<file path="config.mk">
export PLATFORM = sky130hd
export DESIGN_NAME = data_memory_arbiter
export DESIGN_NICKNAME = d
export VERILOG_FILES = /design/src/rtl/data_memory_arbiter.sv
export SDC_FILE = /design/constraint.sdc
export NUM_CORES = 1
export LEC_CHECK = 0
export BUFFER_PORTS_ARGS = -buffer_cell sky130_fd_sc_hd__buf_2
export CELL_PAD_IN_SITES_DETAIL_PLACEMENT = 0
export CELL_PAD_IN_SITES_GLOBAL_PLACEMENT = 2
export CORE_MARGIN = 1.5
export CORE_UTILIZATION = 32
export CTS_CLUSTER_DIAMETER = 50
export CTS_CLUSTER_SIZE = 24
export DETAILED_ROUTE_END_ITERATION = 10
export PLACE_DENSITY_LB_ADDON = 0.15
export SYNTH_ARGS = -nofsm -noshare
export SYNTH_HDL_FRONTEND = slang
export SYNTH_SLANG_ARGS = --single-unit
</file>
<file path="constraint.sdc">
create_clock -name clock -period 5.4 [get_ports clock]
set_input_delay 0.81 -clock clock [delete_from_list [all_inputs] [get_ports clock]]
set_output_delay 0.81 -clock clock [all_outputs]
set_load 0.01 [all_outputs]
</file>
<file path="src/rtl/data_memory_arbiter.sv">
// Shares the single byte-addressed data memory between the pipeline MEM stage (cpu) and a
// debug/loader port (dbg). It adds access latency and checks alignment, range and funct3.
module data_memory_arbiter #(
   parameter int unsigned LATENCY        = 2,
   parameter int unsigned MEM_BYTES      = 1024,
   parameter int unsigned MAX_CPU_STREAK = 4
) (
   input  logic        clock,
   input  logic        reset,
   input  logic        cpu_req,
   input  logic        cpu_we,
   input  logic [2:0]  cpu_funct3,
   input  logic [31:0] cpu_addr,
   input  logic [31:0] cpu_wdata,
   output logic [31:0] cpu_rdata,
   output logic        cpu_done,
   output logic        cpu_err,
   output logic        cpu_stall,
   input  logic        dbg_req,
   input  logic        dbg_we,
   input  logic [2:0]  dbg_funct3,
   input  logic [31:0] dbg_addr,
   input  logic [31:0] dbg_wdata,
   output logic [31:0] dbg_rdata,
   output logic        dbg_done,
   output logic        dbg_err,
   output logic        mem_read,
   output logic        mem_write,
   output logic [2:0]  mem_funct3,
   output logic [31:0] mem_addr,
   output logic [31:0] mem_wdata,
   input  logic [31:0] mem_rdata
);
   localparam int unsigned DW    = 32;
   localparam int unsigned AW    = 32;
   localparam int unsigned CNT_W = 4;
   localparam int unsigned STK_W = $clog2(MAX_CPU_STREAK + 1);
   localparam logic [CNT_W-1:0] CNT_LOAD = CNT_W'(LATENCY - 1);
   localparam logic [STK_W-1:0] STK_MAX  = STK_W'(MAX_CPU_STREAK);

   typedef enum logic [1:0] {S_IDLE = 2'd0, S_ACCESS = 2'd1, S_RESP = 2'd2} state_e;

   state_e            state_q, state_d;
   logic [CNT_W-1:0]  cnt_q, cnt_d;
   logic [STK_W-1:0]  streak_q, streak_d;
   logic              owner_q, owner_d;
   logic              we_q, we_d;
   logic [2:0]        f3_q, f3_d;
   logic [AW-1:0]     addr_q, addr_d;
   logic [DW-1:0]     wdata_q, wdata_d;
   logic              err_q, err_d;

   logic [DW-1:0]     cpu_rdata_q, cpu_rdata_d, dbg_rdata_q, dbg_rdata_d;
   logic              cpu_done_q, cpu_done_d, cpu_err_q, cpu_err_d;
   logic              dbg_done_q, dbg_done_d, dbg_err_q, dbg_err_d;
   logic              mem_read_q, mem_read_d, mem_write_q, mem_write_d;
   logic [2:0]        mem_funct3_q, mem_funct3_d;
   logic [AW-1:0]     mem_addr_q, mem_addr_d;
   logic [DW-1:0]     mem_wdata_q, mem_wdata_d;

   // Error if funct3 is illegal, access is misaligned, or it runs past the memory end.
   function automatic logic check_err(input logic [2:0] f3, input logic [AW-1:0] addr);
      logic [AW:0] last;
      logic        bad;
      bad  = 1'b0;
      last = {1'b0, addr};
      case (f3)
         3'b000:  last = {1'b0, addr} + (AW+1)'(1);
         3'b001:  begin last = {1'b0, addr} + (AW+1)'(2); bad = addr[0]; end
         3'b010:  begin last = {1'b0, addr} + (AW+1)'(4); bad = (addr[1:0] != 2'b00); end
         default: bad = 1'b1;
      endcase
      return bad | (last > (AW+1)'(MEM_BYTES));
   endfunction

   logic              any_req, grant_dbg, sel_we, sel_err;
   logic [2:0]        sel_f3;
   logic [AW-1:0]     sel_addr;
   logic [DW-1:0]     sel_wdata;

   assign any_req   = cpu_req | dbg_req;
   assign grant_dbg = dbg_req & (~cpu_req | (streak_q == STK_MAX));
   assign sel_we    = grant_dbg ? dbg_we     : cpu_we;
   assign sel_f3    = grant_dbg ? dbg_funct3 : cpu_funct3;
   assign sel_addr  = grant_dbg ? dbg_addr   : cpu_addr;
   assign sel_wdata = grant_dbg ? dbg_wdata  : cpu_wdata;
   assign sel_err   = check_err(sel_f3, sel_addr);

   always_ff @(posedge clock or negedge reset) begin
      if (!reset) state_q <= S_IDLE;
      else        state_q <= state_d;
   end

   // Next state, latched transaction fields, latency counter and cpu streak.
   always_comb begin
      state_d  = state_q;
      cnt_d    = cnt_q;
      owner_d  = owner_q;
      we_d     = we_q;
      f3_d     = f3_q;
      addr_d   = addr_q;
      wdata_d  = wdata_q;
      err_d    = err_q;
      streak_d = streak_q;
      case (state_q)
         S_IDLE: begin
            if (any_req) begin
               owner_d = grant_dbg;
               we_d    = sel_we;
               f3_d    = sel_f3;
               addr_d  = sel_addr;
               wdata_d = sel_wdata;
               err_d   = sel_err;
               cnt_d   = sel_err ? '0 : CNT_LOAD;
               state_d = sel_err ? S_RESP : S_ACCESS;
            end
         end
         S_ACCESS: begin
            if (cnt_q == '0) state_d = S_RESP;
            else             cnt_d   = cnt_q - CNT_W'(1);
         end
         S_RESP:  state_d = S_IDLE;
         default: state_d = S_IDLE;
      endcase
      if (!dbg_req) begin
         streak_d = '0;
      end else if (state_q == S_IDLE && any_req) begin
         if (grant_dbg)             streak_d = '0;
         else if (streak_q < STK_MAX) streak_d = streak_q + STK_W'(1);
      end
   end

   // Registered outputs are computed from the next state so they line up with it.
   always_comb begin
      cpu_rdata_d  = '0;
      cpu_done_d   = 1'b0;
      cpu_err_d    = 1'b0;
      dbg_rdata_d  = '0;
      dbg_done_d   = 1'b0;
      dbg_err_d    = 1'b0;
      mem_read_d   = 1'b0;
      mem_write_d  = 1'b0;
      mem_funct3_d = '0;
      mem_addr_d   = '0;
      mem_wdata_d  = '0;
      if (state_d == S_ACCESS) begin
         mem_read_d   = ~we_d;
         mem_write_d  = we_d & (cnt_d == '0);
         mem_funct3_d = f3_d;
         mem_addr_d   = addr_d;
         mem_wdata_d  = wdata_d;
      end
      if (state_q == S_ACCESS && cnt_q == '0 && !we_q) begin
         if (owner_q) dbg_rdata_d = mem_rdata;
         else         cpu_rdata_d = mem_rdata;
      end
      if (state_d == S_RESP) begin
         if (owner_d) begin
            dbg_done_d = 1'b1;
            dbg_err_d  = err_d;
         end else begin
            cpu_done_d = 1'b1;
            cpu_err_d  = err_d;
         end
      end
   end

   always_ff @(posedge clock or negedge reset) begin
      if (!reset) begin
         cnt_q        <= '0;
         streak_q     <= '0;
         owner_q      <= 1'b0;
         we_q         <= 1'b0;
         f3_q         <= '0;
         addr_q       <= '0;
         wdata_q      <= '0;
         err_q        <= 1'b0;
         cpu_rdata_q  <= '0;
         cpu_done_q   <= 1'b0;
         cpu_err_q    <= 1'b0;
         dbg_rdata_q  <= '0;
         dbg_done_q   <= 1'b0;
         dbg_err_q    <= 1'b0;
         mem_read_q   <= 1'b0;
         mem_write_q  <= 1'b0;
         mem_funct3_q <= '0;
         mem_addr_q   <= '0;
         mem_wdata_q  <= '0;
      end else begin
         cnt_q        <= cnt_d;
         streak_q     <= streak_d;
         owner_q      <= owner_d;
         we_q         <= we_d;
         f3_q         <= f3_d;
         addr_q       <= addr_d;
         wdata_q      <= wdata_d;
         err_q        <= err_d;
         cpu_rdata_q  <= cpu_rdata_d;
         cpu_done_q   <= cpu_done_d;
         cpu_err_q    <= cpu_err_d;
         dbg_rdata_q  <= dbg_rdata_d;
         dbg_done_q   <= dbg_done_d;
         dbg_err_q    <= dbg_err_d;
         mem_read_q   <= mem_read_d;
         mem_write_q  <= mem_write_d;
         mem_funct3_q <= mem_funct3_d;
         mem_addr_q   <= mem_addr_d;
         mem_wdata_q  <= mem_wdata_d;
      end
   end

   assign cpu_rdata  = cpu_rdata_q;
   assign cpu_done   = cpu_done_q;
   assign cpu_err    = cpu_err_q;
   assign cpu_stall  = cpu_req & ~cpu_done_q;
   assign dbg_rdata  = dbg_rdata_q;
   assign dbg_done   = dbg_done_q;
   assign dbg_err    = dbg_err_q;
   assign mem_read   = mem_read_q;
   assign mem_write  = mem_write_q;
   assign mem_funct3 = mem_funct3_q;
   assign mem_addr   = mem_addr_q;
   assign mem_wdata  = mem_wdata_q;

endmodule
</file>
Word-level counts from Yosys, hierarchy flattened
Index checks and enable logic that the tools add are counted.
Widths: inputs -> output; s select.
Word-level totals
  word-level logic and storage cells: 101
  register bits after elaboration: 216
  input bits: 172
Cells by class
  reductions and logical operators: 10
  add/sub/neg operators: 5
  magnitude comparators: 2
  bitwise operators: 9
  equal/unequal tests: 8
  multiplexer cells: 47
Operator list (number)
  $mux 32: 12
  $pmux 33 s3: 1
  $add 32x1->33 const B: 1
  $add 32x2->33 const B: 1
  $add 32x3->33 const B: 1
  $gt 33x11->1 const B: 1
  $mux 3: 8
  $mux 1: 18
  $logic_not 4->1: 2
  $mux 4: 2
  $pmux 4 s2: 1
  $mux 2: 3
  $eq 2x1->1 const B: 2
  $pmux 2 s2: 1
  $sub 4x1->4 const B: 1
  $add 3x1->3 const B: 1
  $and 1x1->1: 3
  $eq 3x1->1 const B: 1
  $eq 3x2->1 const B: 1
  $eq 3x3->1 const B: 1
  $logic_and 1x1->1: 3
  $logic_not 3->1: 1
  $lt 3x3->1 const B: 1
  $ne 3x1->1 const B: 1
  other kinds (9): 13

Logic depth before layout (Yosys ltp)
Gate-level depths: netlist of the first run.
  depth after elaboration: 14
  mapped depth: 22

Worst setup path after synthesis of the first run
No wires, ideal clock.
  path kind: in2reg
  start: input cpu_req
  end: register mem_addr_q[16], in the netlist mem_addr[16]
  cell stages on the path: 20
  setup time: 0.078 ns
  arrival: 4.393 ns
  path slack: 0.930 ns
  path through: buf_4 a21boi_4 nor2_1 buf_2 buf_2 mux2i_1 inv_1 ha_1 and4_1 a221oi_1 a31oi_1 nand2_1 and3b_1 a2111oi_0 nand4bb_1 a21oi_1 nand4_4 buf_6 buf_6 a21boi_1
On the way
  cells in the longest elaborated chain, start to end: 13
  elaborated cells between the ends (all ways): 24
Ends and longest elaborated chain
  start: declaration: line 10  | input logic cpu_req,
  $not 1->1: line 82  | assign grant_dbg = dbg_req & (~cpu_req | (streak_q == STK_MAX));
  $or 1x1->1: line 82
  $and 1x1->1: line 82
  $mux 32 / $mux 3 (equally long branches): line 85, 84
  $add 32x3->33, or another cell as far along: line 70  | 3'b010: begin last = {1'b0, addr} + (AW+1)'(4); bad = (addr[1:0] != 2'b00); end
  $pmux 33 s3: line 67  | case (f3)
  $gt 33x11->1: line 73  | return bad | (last > (AW+1)'(MEM_BYTES));
  $or 1x1->1: line 73
  $mux 2: line 115  | state_d = sel_err ? S_RESP : S_ACCESS;
  $mux 2: line 107  | if (any_req) begin
  $pmux 2 s2: line 105  | case (state_q)
  $eq 2x1->1: line 146  | if (state_d == S_ACCESS) begin
  $mux 32 *: line 146
  net mem_addr_d[16]: line 58  | logic [AW-1:0] mem_addr_q, mem_addr_d;
  end signal: assignment: line 207  | mem_addr_q <= mem_addr_d;
  end: declaration: line 58
The timed path passes the listed nets; every way through them passes the cells marked *.
A chain may end at the register's enable or synchronous reset.

Worst setup path after layout of the first run
  start: register streak_q[0]
  end: register mem_addr_q[1], in the netlist mem_addr[1]
On the way
  cells in the longest elaborated chain, start to end: 13
  elaborated cells between the ends (all ways): 23
Ends and longest elaborated chain
  start: declaration: line 45  | logic [STK_W-1:0] streak_q, streak_d;
  start signal: assignment: line 191  | streak_q <= streak_d;
  $eq 3x3->1 *: line 82
  $or 1x1->1 *: line 82
  $and 1x1->1 *: line 82
  $mux 32 / $mux 3 (equally long branches): line 85, 84
  $add 32x3->33, or another cell as far along: line 70
  $pmux 33 s3: line 67
  $gt 33x11->1: line 73
  $or 1x1->1: line 73
  $mux 2: line 115
  $mux 2: line 107
  $pmux 2 s2: line 105
  $eq 2x1->1: line 146
  $mux 32 *: line 146
  net mem_addr_d[1]: line 58
Marked as above.

==> summary.md, run 1 <==
| Metric | Value |
|---|---|
| Worst-Skew Late Latency | `0.52 ns` |
| Post-CTS setup buffers | `0` |
| Critical Path RT | `~5.8 ns` |
| Status | `complete, no violations` |
| Netlist Area Pre-Place | `12100 um2` |
| First-pass GRT wire length | `78300 um` |
| CTS clk-pin slew, worst paths | `approximately 0.08 ns` |
| Maxcap violations | `0` |
| YS warnings | `0` |
| Clock skew | `0.0295 ns` |
| Worst slew pin tran | `roughly 1.3 ns` |
| Sequential share of the synthesized area | `0.447` |
| Slew HR | `0.128` |
| HP Class | `in -> async` |
| Crit path capture type | `flip-flop` |
| Post-synth EDFFs | `0` |
| Layout cells sized above 1 | `0.285` |
| Sum of buffers and inverters on the critical path | `5` |
| CP cell instances | `inv_1 > ha_1 > nand3_1 > a32oi_1 > inv_1 > ha_1 > buf_4 > inv_1 > nor3_1 > o311ai_0 > o21ai_0 > a2111oi_0 > nand4bb_1 > a21oi_1 > nand4_4 > buf_12 > a21boi_0` |
| Vias in the first global route | `11579` |
| Post-DP HPWL | `between 40000 and 50000 um` |
| Nets | `between 1500 and 2000` |
| DRC violations left | `0` |
| Slowest stage delay, CP | `roughly 0.7 ns` |
| Vias per inst | `5.62` |
| Area grow syn2layout | `25.5%` |
| Critical path's slowest cell | `a2111oi_0` |
| Avg Inst Size Synth | `between 9 and 10 um2` |
| Die ar. | `39000 um2` |
| Setup violators final | `0` |
| IR Drop Worst-Case VDD | `146 uV` |
| RSZ-0062 raised after global routing | `false` |
| CTS Buf Count | `23` |
| Wire length per cell | `25.8 um` |
| Root buf cell | `clkbuf_16` |
| Setup crit start kind | `flip-flop` |
| H-tree levels | `1` |
| CP top delay family | `compound AO/OA/AOI/OAI gates` |
| Main area contributors after synthesis | `dfrtp_1 (45%), mux2i_1 (5.0%), o21ai_0 (4.0%), and2_1 (3.9%), nand2_1 (3.8%)` |
| P per Cell Area | `279 nW/um2` |
| FMAX | `0.197 GHz` |
| Post-synthesis register bit count | `~220` |
| Antenna Violating Nets Remaining | `0` |
| Cell repeated most along the worst path | `inv_1` |
| Worst hold margin | `0.321 ns` |
| Initial DRC Count | `983` |
| Crit Path Max Fanout | `69` |
| Die height | `197 um` |
| Pleak | `0.00713 uW` |
| GRT Resource Usage Total | `0.270` |
| Most used DFF post-synth | `dfrtp_1` |
| Yosys cell types | `85` |
| Row cnt | `71` |
| Largest area contributor in the netlist | `dfrtp_1` |
| Net Count, Synth | `1455` |
| Synth top area share | `0.447` |
| Clock net sink count | `216` |
| Initial Util | `0.323` |
| Initial antenna violation count | `1` |
| Core area | `between 30000 and 40000 um2` |
| Port bufs | `309` |
| Gr ovfl total | `0` |
| Final worst-path cycle share | `0.938` |
| GP Congestion | `0.966` |
| Worst path arrival time | `5.47 ns` |
| Clock Tree Buf Depth | `3` |
| Minimum clock period | `5.06 ns` |
| Count leader, synth | `dfrtp_1` |
| Crit Path Category | `reg -> reg` |
| Largest net degree at the start of global routing | `about 110` |
| Pins over their slew limit | `0` |
| TritonCTS clock tree | `yes` |
| Cells after synthesis | `1276` |
| Fin Setup TNS | `0 ns` |
| DR pass1 iterations | `6` |
| DIE WIDTH | `197 um` |
| Ys async rst share | `1.00` |
| Resize count post-CTS | `0` |
| List of most frequent post-synthesis cells | `dfrtp_1 (216), nand2_1 (124), o21ai_0 (96)` |
| # IOs | `310` |
| Fin. Hold Viols | `0` |
| CTS hold repair buffers | `0` |
| Total Wirelength | `~54000 um` |
| Via count | `11757` |
==> routing by layer <==
layer,global-route usage,vias to the layer above,routed length [um]
met1,0.353,5700,23000
met3,0.0423,138,3720
li1,-,5340,-
met4,0.121,0,2580
met2,0.442,579,24700
met5,0,-,0
==> path summary, 6_finish.rpt <==
path / cells past startpoint / from / slack [ns] / to
setup / recovery: 17 / streak_q[0] / 0.34 / mem_addr[1]
hold / removal: 1 / reset / 0.32 / dbg_rdata[1]
setup reg to reg: 17 / streak_q[0] / 0.34 / mem_addr[1]
hold reg to reg: 2 / addr_q[11] / 0.47 / addr_q[11]
max in group asynchronous: 2 / reset / 3.79 / wdata_q[22]
min in group clock: 2 / addr_q[11] / 0.47 / addr_q[11]
==> cell usage in the layout (no fill, tap or decap), drive strengths merged, types with 7 or more instances in the layout <==
cell type  Yosys  layout
o31ai          8       8
o21ai         98      98
dfrtp        216     216
a2111oi       12      12
a31oi         20      20
nor4          22      22
nand3         35      35
xnor2         10      10
o22ai         10      10
nor2          49      49
ha             7       7
a211oi        16      16
and4          14      14
nand2        124     124
a21oi         47      47
and2          76      76
nand2b         8       8
mux2i         61      61
buf           38     366
o211ai        11      11
or2            9       9
nor3b          9       9
nor3          33      33
clkbuf        64      24
a32oi          8       8
xor2           7       7
inv           20      25
a221oi         7       7
nand4         44      44
o2111ai        9       9
a22oi          9       9
a21boi        70      70
==> power by group <==
group	internal, uW	total (uW)	leakage (uW)	switching [uW]
Combinational	250	742	0.00383	492
Sequential	1720	1750	0.00289	31.6
Clock	1020	1740	0.000407	716
==> registers in the layout, indices dropped and copies added (netlist names), 2 cells and up <==
signal,count
streak_q,3
mem_wdata,32
mem_addr,32
mem_funct3,3
dbg_rdata,32
cnt_q,4
wdata_q,32
addr_q,32
state_q,2
cpu_rdata,32
f3_q,3
==> stage by stage <==
step | instances | utilization | worst slack, ns | power [uW] | cell area (um2)
finish | 2092 | 0.406 | 0.336 | 4240 | 15200
CTS | 2090 | 0.406 | 0.491 | 4280 | 15200
global route | 2090 | 0.406 | 0.0817 | 4430 | 15200
floorplan | 1276 | - | 0.930 | 2170 | 12100
global placement | 2051 | 0.383 | 0.486 | 2520 | 14300
detailed placement | 2051 | 0.383 | 0.316 | 2520 | 14300
==> cells by family (layout without fill, tap and decap cells) <==
kind of cell | after synthesis | count (layout) | share of synthesized area
adder cells (fa/ha/maj) | 7 | 7 | 0.00724
other | 0 | 2 | 0
flip-flops | 216 | 216 | 0.447
XOR/XNOR | 17 | 17 | 0.0123
AO/OA/AOI/OAI | 382 | 382 | 0.224
buffers and inverters | 122 | 425 | 0.0448
multiplexers | 67 | 67 | 0.0561
AND/OR/NAND/NOR | 465 | 465 | 0.209
==> area by class of cell <==
class	count	area, um2
diodes	2	5.00
flip-flops and latches	216	5410
multi-input cells	938	6190
repair buffers	366	2010
clock buffers	24	589
inverters	20	75.1
clock inverters	15	265
well taps	511	639
fillers	3798	22200
No activity file was read; power rests on OpenSTA's default activity.
==> run 2, diff against run 1 <==
--- a/config.mk
+++ b/config.mk
@@ -5,11 +5,12 @@
 export SDC_FILE = /design/constraint.sdc
 export NUM_CORES = 1
 export LEC_CHECK = 0
+export ABC_AREA = 1
 export BUFFER_PORTS_ARGS = -buffer_cell sky130_fd_sc_hd__buf_2
 export CELL_PAD_IN_SITES_DETAIL_PLACEMENT = 0
 export CELL_PAD_IN_SITES_GLOBAL_PLACEMENT = 2
 export CORE_MARGIN = 1.5
-export CORE_UTILIZATION = 32
+export CORE_UTILIZATION = 30
 export CTS_CLUSTER_DIAMETER = 50
 export CTS_CLUSTER_SIZE = 24
 export DETAILED_ROUTE_END_ITERATION = 10
==> run 2 against run 1 <==
Compared with the run above: non-clock buffer count down 42; global-route usage decreased by 6.7 points; flip-flop and latch count unchanged; sequential share of layout area rose by 2.1 points; wire length fell by 26%; core utilization down 2.5 points; clock skew decreased by 0.011 ns; first-iteration DRC count shrank 45%; die area grew 1.1%; critical path depth up 7; via count down 9.7%; maximum frequency increased by 12%; critical path type unchanged; critical endpoint is now mem_addr[9].
==> summary.md, run 2 <==
| Metric | Value |
|---|---|
| N_diodes | `0 (was 2)` |
| Core area | `37700 um2 (was 37400 um2)` |
| Synth top area share | `0.471 (was 0.447)` |
| Yosys cell types | `35 (was 85)` |
| Commonest non-fill, non-tap cell in the layout | `nand2_1 (was buf_2)` |
| Fin. Hold Viols | `0 (unchanged)` |
| Root buf cell | `clkbuf_16 (unchanged)` |
| Post-CTS setup buffers | `0 (unchanged)` |
| Avg Inst Size Synth | `7.58 um2 (was 9.48 um2)` |
| Clock share of power | `0.409 (was 0.411)` |
| Crit path capture type | `flip-flop (unchanged)` |
| Worst-Skew Late Latency | `0.54 ns (was 0.52 ns)` |
| Post-DP HPWL | `29500 um (was 41200 um)` |
| Critical Path RT | `5.85 ns (was 5.80 ns)` |
| List of most frequent post-synthesis cells | `nand2_1 (387), dfrtp_1 (216), inv_1 (192), nor2_1 (192), nand3_1 (114) (was dfrtp_1 (216), nand2_1 (124), o21ai_0 (96))` |
| Multi-input gate area | `4970 um2 (was 6190 um2)` |
| Crit Path Max Fanout | `52 (was 69)` |
| Final setup margin | `0.896 ns (was 0.336 ns)` |
| CTS clk-pin slew, worst paths | `0.07 ns (was 0.08 ns)` |
| First-pass GRT wire length | `61900 um (was 78300 um)` |
| Most used DFF post-synth | `dfrtp_1 (unchanged)` |
| Clock net sink count | `216 (unchanged)` |
| CTS hold repair buffers | `0 (unchanged)` |
| IR Drop Worst-Case VDD | `227 uV (was 146 uV)` |
| Die ar. | `39400 um2 (was 39000 um2)` |
| Pins over their slew limit | `0 (unchanged)` |
| Gr ovfl total | `0 (unchanged)` |
| Nets | `1979 (was 1744)` |
| H-tree levels | `1 (unchanged)` |
| GP Congestion | `0.904 (was 0.966)` |
| Area after DPL | `13500 um2 (was 14300 um2)` |
| Worst path arrival time | `4.96 ns (was 5.47 ns)` |
| Vias in the first global route | `10777 (was 11579)` |
| FMAX | `0.222 GHz (was 0.197 GHz)` |
| Initial DRC Count | `539 (was 983)` |
| Vias per inst | `4.56 (was 5.62)` |
| Layout cells sized above 1 | `0.262 (was 0.285)` |
| Slew HR | `0.208 (was 0.128)` |
| P_sw | `1380 uW (was 1240 uW)` |
| Post-synth EDFFs | `0 (unchanged)` |
| Minimum clock period | `4.50 ns (was 5.06 ns)` |
| Port bufs | `309 (unchanged)` |
| Internal power | `2930 uW (was 3000 uW)` |
| Wire length per cell | `17.2 um (was 25.8 um)` |
| Ys async rst share | `1.00 (unchanged)` |
| Largest net degree at the start of global routing | `153 (was 113)` |
| Net Count, Synth | `1692 (was 1455)` |
| GRT Resource Usage Total | `0.203 (was 0.270)` |
| Worst slew pin tran | `1.18 ns (was 1.31 ns)` |
| Tot Pwr | `4310 uW (was 4240 uW)` |
| Final worst-path cycle share | `0.834 (was 0.938)` |
| Commonest cells after routing, fill and taps aside | `nand2_1 (386), buf_2 (308), dfrtp_1 (216) (was buf_2 (308), dfrtp_1 (216), nand2_1 (122))` |
| Area grow syn2layout | `25.0% (was 25.5%)` |
| Pleak | `0.00786 uW (was 0.00713 uW)` |
| Count leader, synth | `nand2_1 (was dfrtp_1)` |
| TritonCTS clock tree | `yes (unchanged)` |
| Die height | `199 um (was 197 um)` |
| Initial antenna violation count | `3 (was 1)` |
| DR pass1 iterations | `5 (was 6)` |
| P per Cell Area | `301 nW/um2 (was 279 nW/um2)` |
| Status | `complete, no violations (unchanged)` |
| YS warnings | `0 (unchanged)` |
| Post-synthesis register bit count | `216 (unchanged)` |
| DRC violations left | `0 (unchanged)` |
| Row cnt | `71 (unchanged)` |
| Sw Ratio | `0.319 (was 0.293)` |
| Netlist Area Pre-Place | `11500 um2 (was 12100 um2)` |
| Reg power frac | `0.410 (was 0.414)` |
| Fill cell count | `4081 (was 3798)` |
| Maxcap violations | `0 (unchanged)` |
| Sequential share of the synthesized area | `0.471 (was 0.447)` |
| Resize count post-CTS | `0 (unchanged)` |
| Fin area | `14300 um2 (was 15200 um2)` |
| Clock skew | `0.0185 ns (was 0.0295 ns)` |
| Register area | `5410 um2 (unchanged)` |
| # IOs | `310 (unchanged)` |
| Main area contributors after synthesis | `dfrtp_1 (47%), nand2_1 (13%), inv_1 (6.3%), nor2_1 (6.3%), nand3_1 (5.0%) (was dfrtp_1 (45%), mux2i_1 (5.0%), o21ai_0 (4.0%), and2_1 (3.9%), nand2_1 (3.8%))` |
| Total Wirelength | `40000 um (was 53900 um)` |
| Antenna Violating Nets Remaining | `0 (unchanged)` |
| Logic pwr share | `0.181 (was 0.175)` |
| CTS Buf Count | `25 (was 23)` |
| Setup violators final | `0 (unchanged)` |
| RSZ-0062 raised after global routing | `false (unchanged)` |
| Via count | `10618 (was 11757)` |
| Setup crit start kind | `flip-flop (unchanged)` |
| DIE WIDTH | `199 um (was 197 um)` |
| Fin Setup TNS | `0 ns (unchanged)` |
| HP Class | `in -> async (unchanged)` |
| Post-Place Setup Slack | `0.634 ns (was 0.316 ns)` |
| Crit Path Category | `reg -> reg (unchanged)` |
| Cells after synthesis | `1513 (was 1276)` |
| Largest area contributor in the netlist | `dfrtp_1 (unchanged)` |
| Initial Util | `0.304 (was 0.323)` |
| Clock Tree Buf Depth | `3 (unchanged)` |
run 2: power groups by stage:
stage | sequential [uW] | clock (uW) | combinational [uW]
after floorplan | 1790 | 0 | 505
after global placement | 1800 | 0 | 789
after detailed placement | 1800 | 0 | 788
after CTS | 1770 | 1820 | 790
after global routing | 1780 | 1890 | 887
final | 1770 | 1760 | 778
run 2: layout make-up:
cell class / instances / share of cell area
flip-flops and latches: 216 / 0.377
well taps: 511 / 0.0446
clock inverters: 20 / 0.0170
inverters: 198 / 0.0520
multi-input cells: 1035 / 0.347
repair buffers: 324 / 0.119
clock buffers: 25 / 0.0436
run 2: final timing paths:
check	from	end	slack, ns	cells past startpoint
min in group clock	mem_rdata[20]	cpu_rdata[20]	0.50	3
worst max-delay path	streak_q[0]	mem_addr[9]	0.90	24
worst min-delay path	reset	mem_wdata[18]	0.22	1
worst max register to register	streak_q[0]	mem_addr[9]	0.90	24
worst min register to register	err_q	err_q	0.51	2
max in group asynchronous	reset	wdata_q[12]	3.97	2
run 2: layer usage:
metal / global-route usage / share of wire
met5: 0 / 0.00092
met4: 0.0499 / 0.018
met3: 0.0471 / 0.066
met2: 0.347 / 0.48
met1: 0.260 / 0.44
run 2: worst max-delay path, cell delays in order, from the launching register on:
cell,delay (ns)
dfrtp_1,0.35
inv_1,0.07
ha_1,0.21
nand2_2,0.10
nand2_4,0.18
nand2_4,0.38
nand2_1,0.09
nand2_1,0.25
nand3_2,0.36
inv_1,0.55
nand3_1,0.19
nand2_1,0.24
nand2_1,0.08
nand2_1,0.06
nand3_1,0.10
nor2_1,0.11
nand2_1,0.06
nor2_1,0.10
nand2_1,0.06
nor2_2,0.16
nand3_1,0.12
nand2_2,0.14
inv_4,0.06
buf_12,0.19
nor2_1,0.13
run 2: cells by family (layout without fill, tap and decap cells):
kind of cell | after synthesis | count (layout) | synth area share
simple gates | 896 | 896 | 0.360
buf+inv | 262 | 567 | 0.0961
flops | 216 | 216 | 0.471
compound gates | 128 | 128 | 0.0616
fa+ha+maj | 7 | 7 | 0.00764
xor+xnor | 4 | 4 | 0.00305
run 2: per-stage QoR:
stage	hold WS, ns	util	cells
floorplan	0.464	-	1513
global placement	0.502	0.358	2284
detailed placement	0.495	0.358	2284
CTS	0.225	0.381	2329
global route	0.238	0.381	2329
finish	0.218	0.381	2329
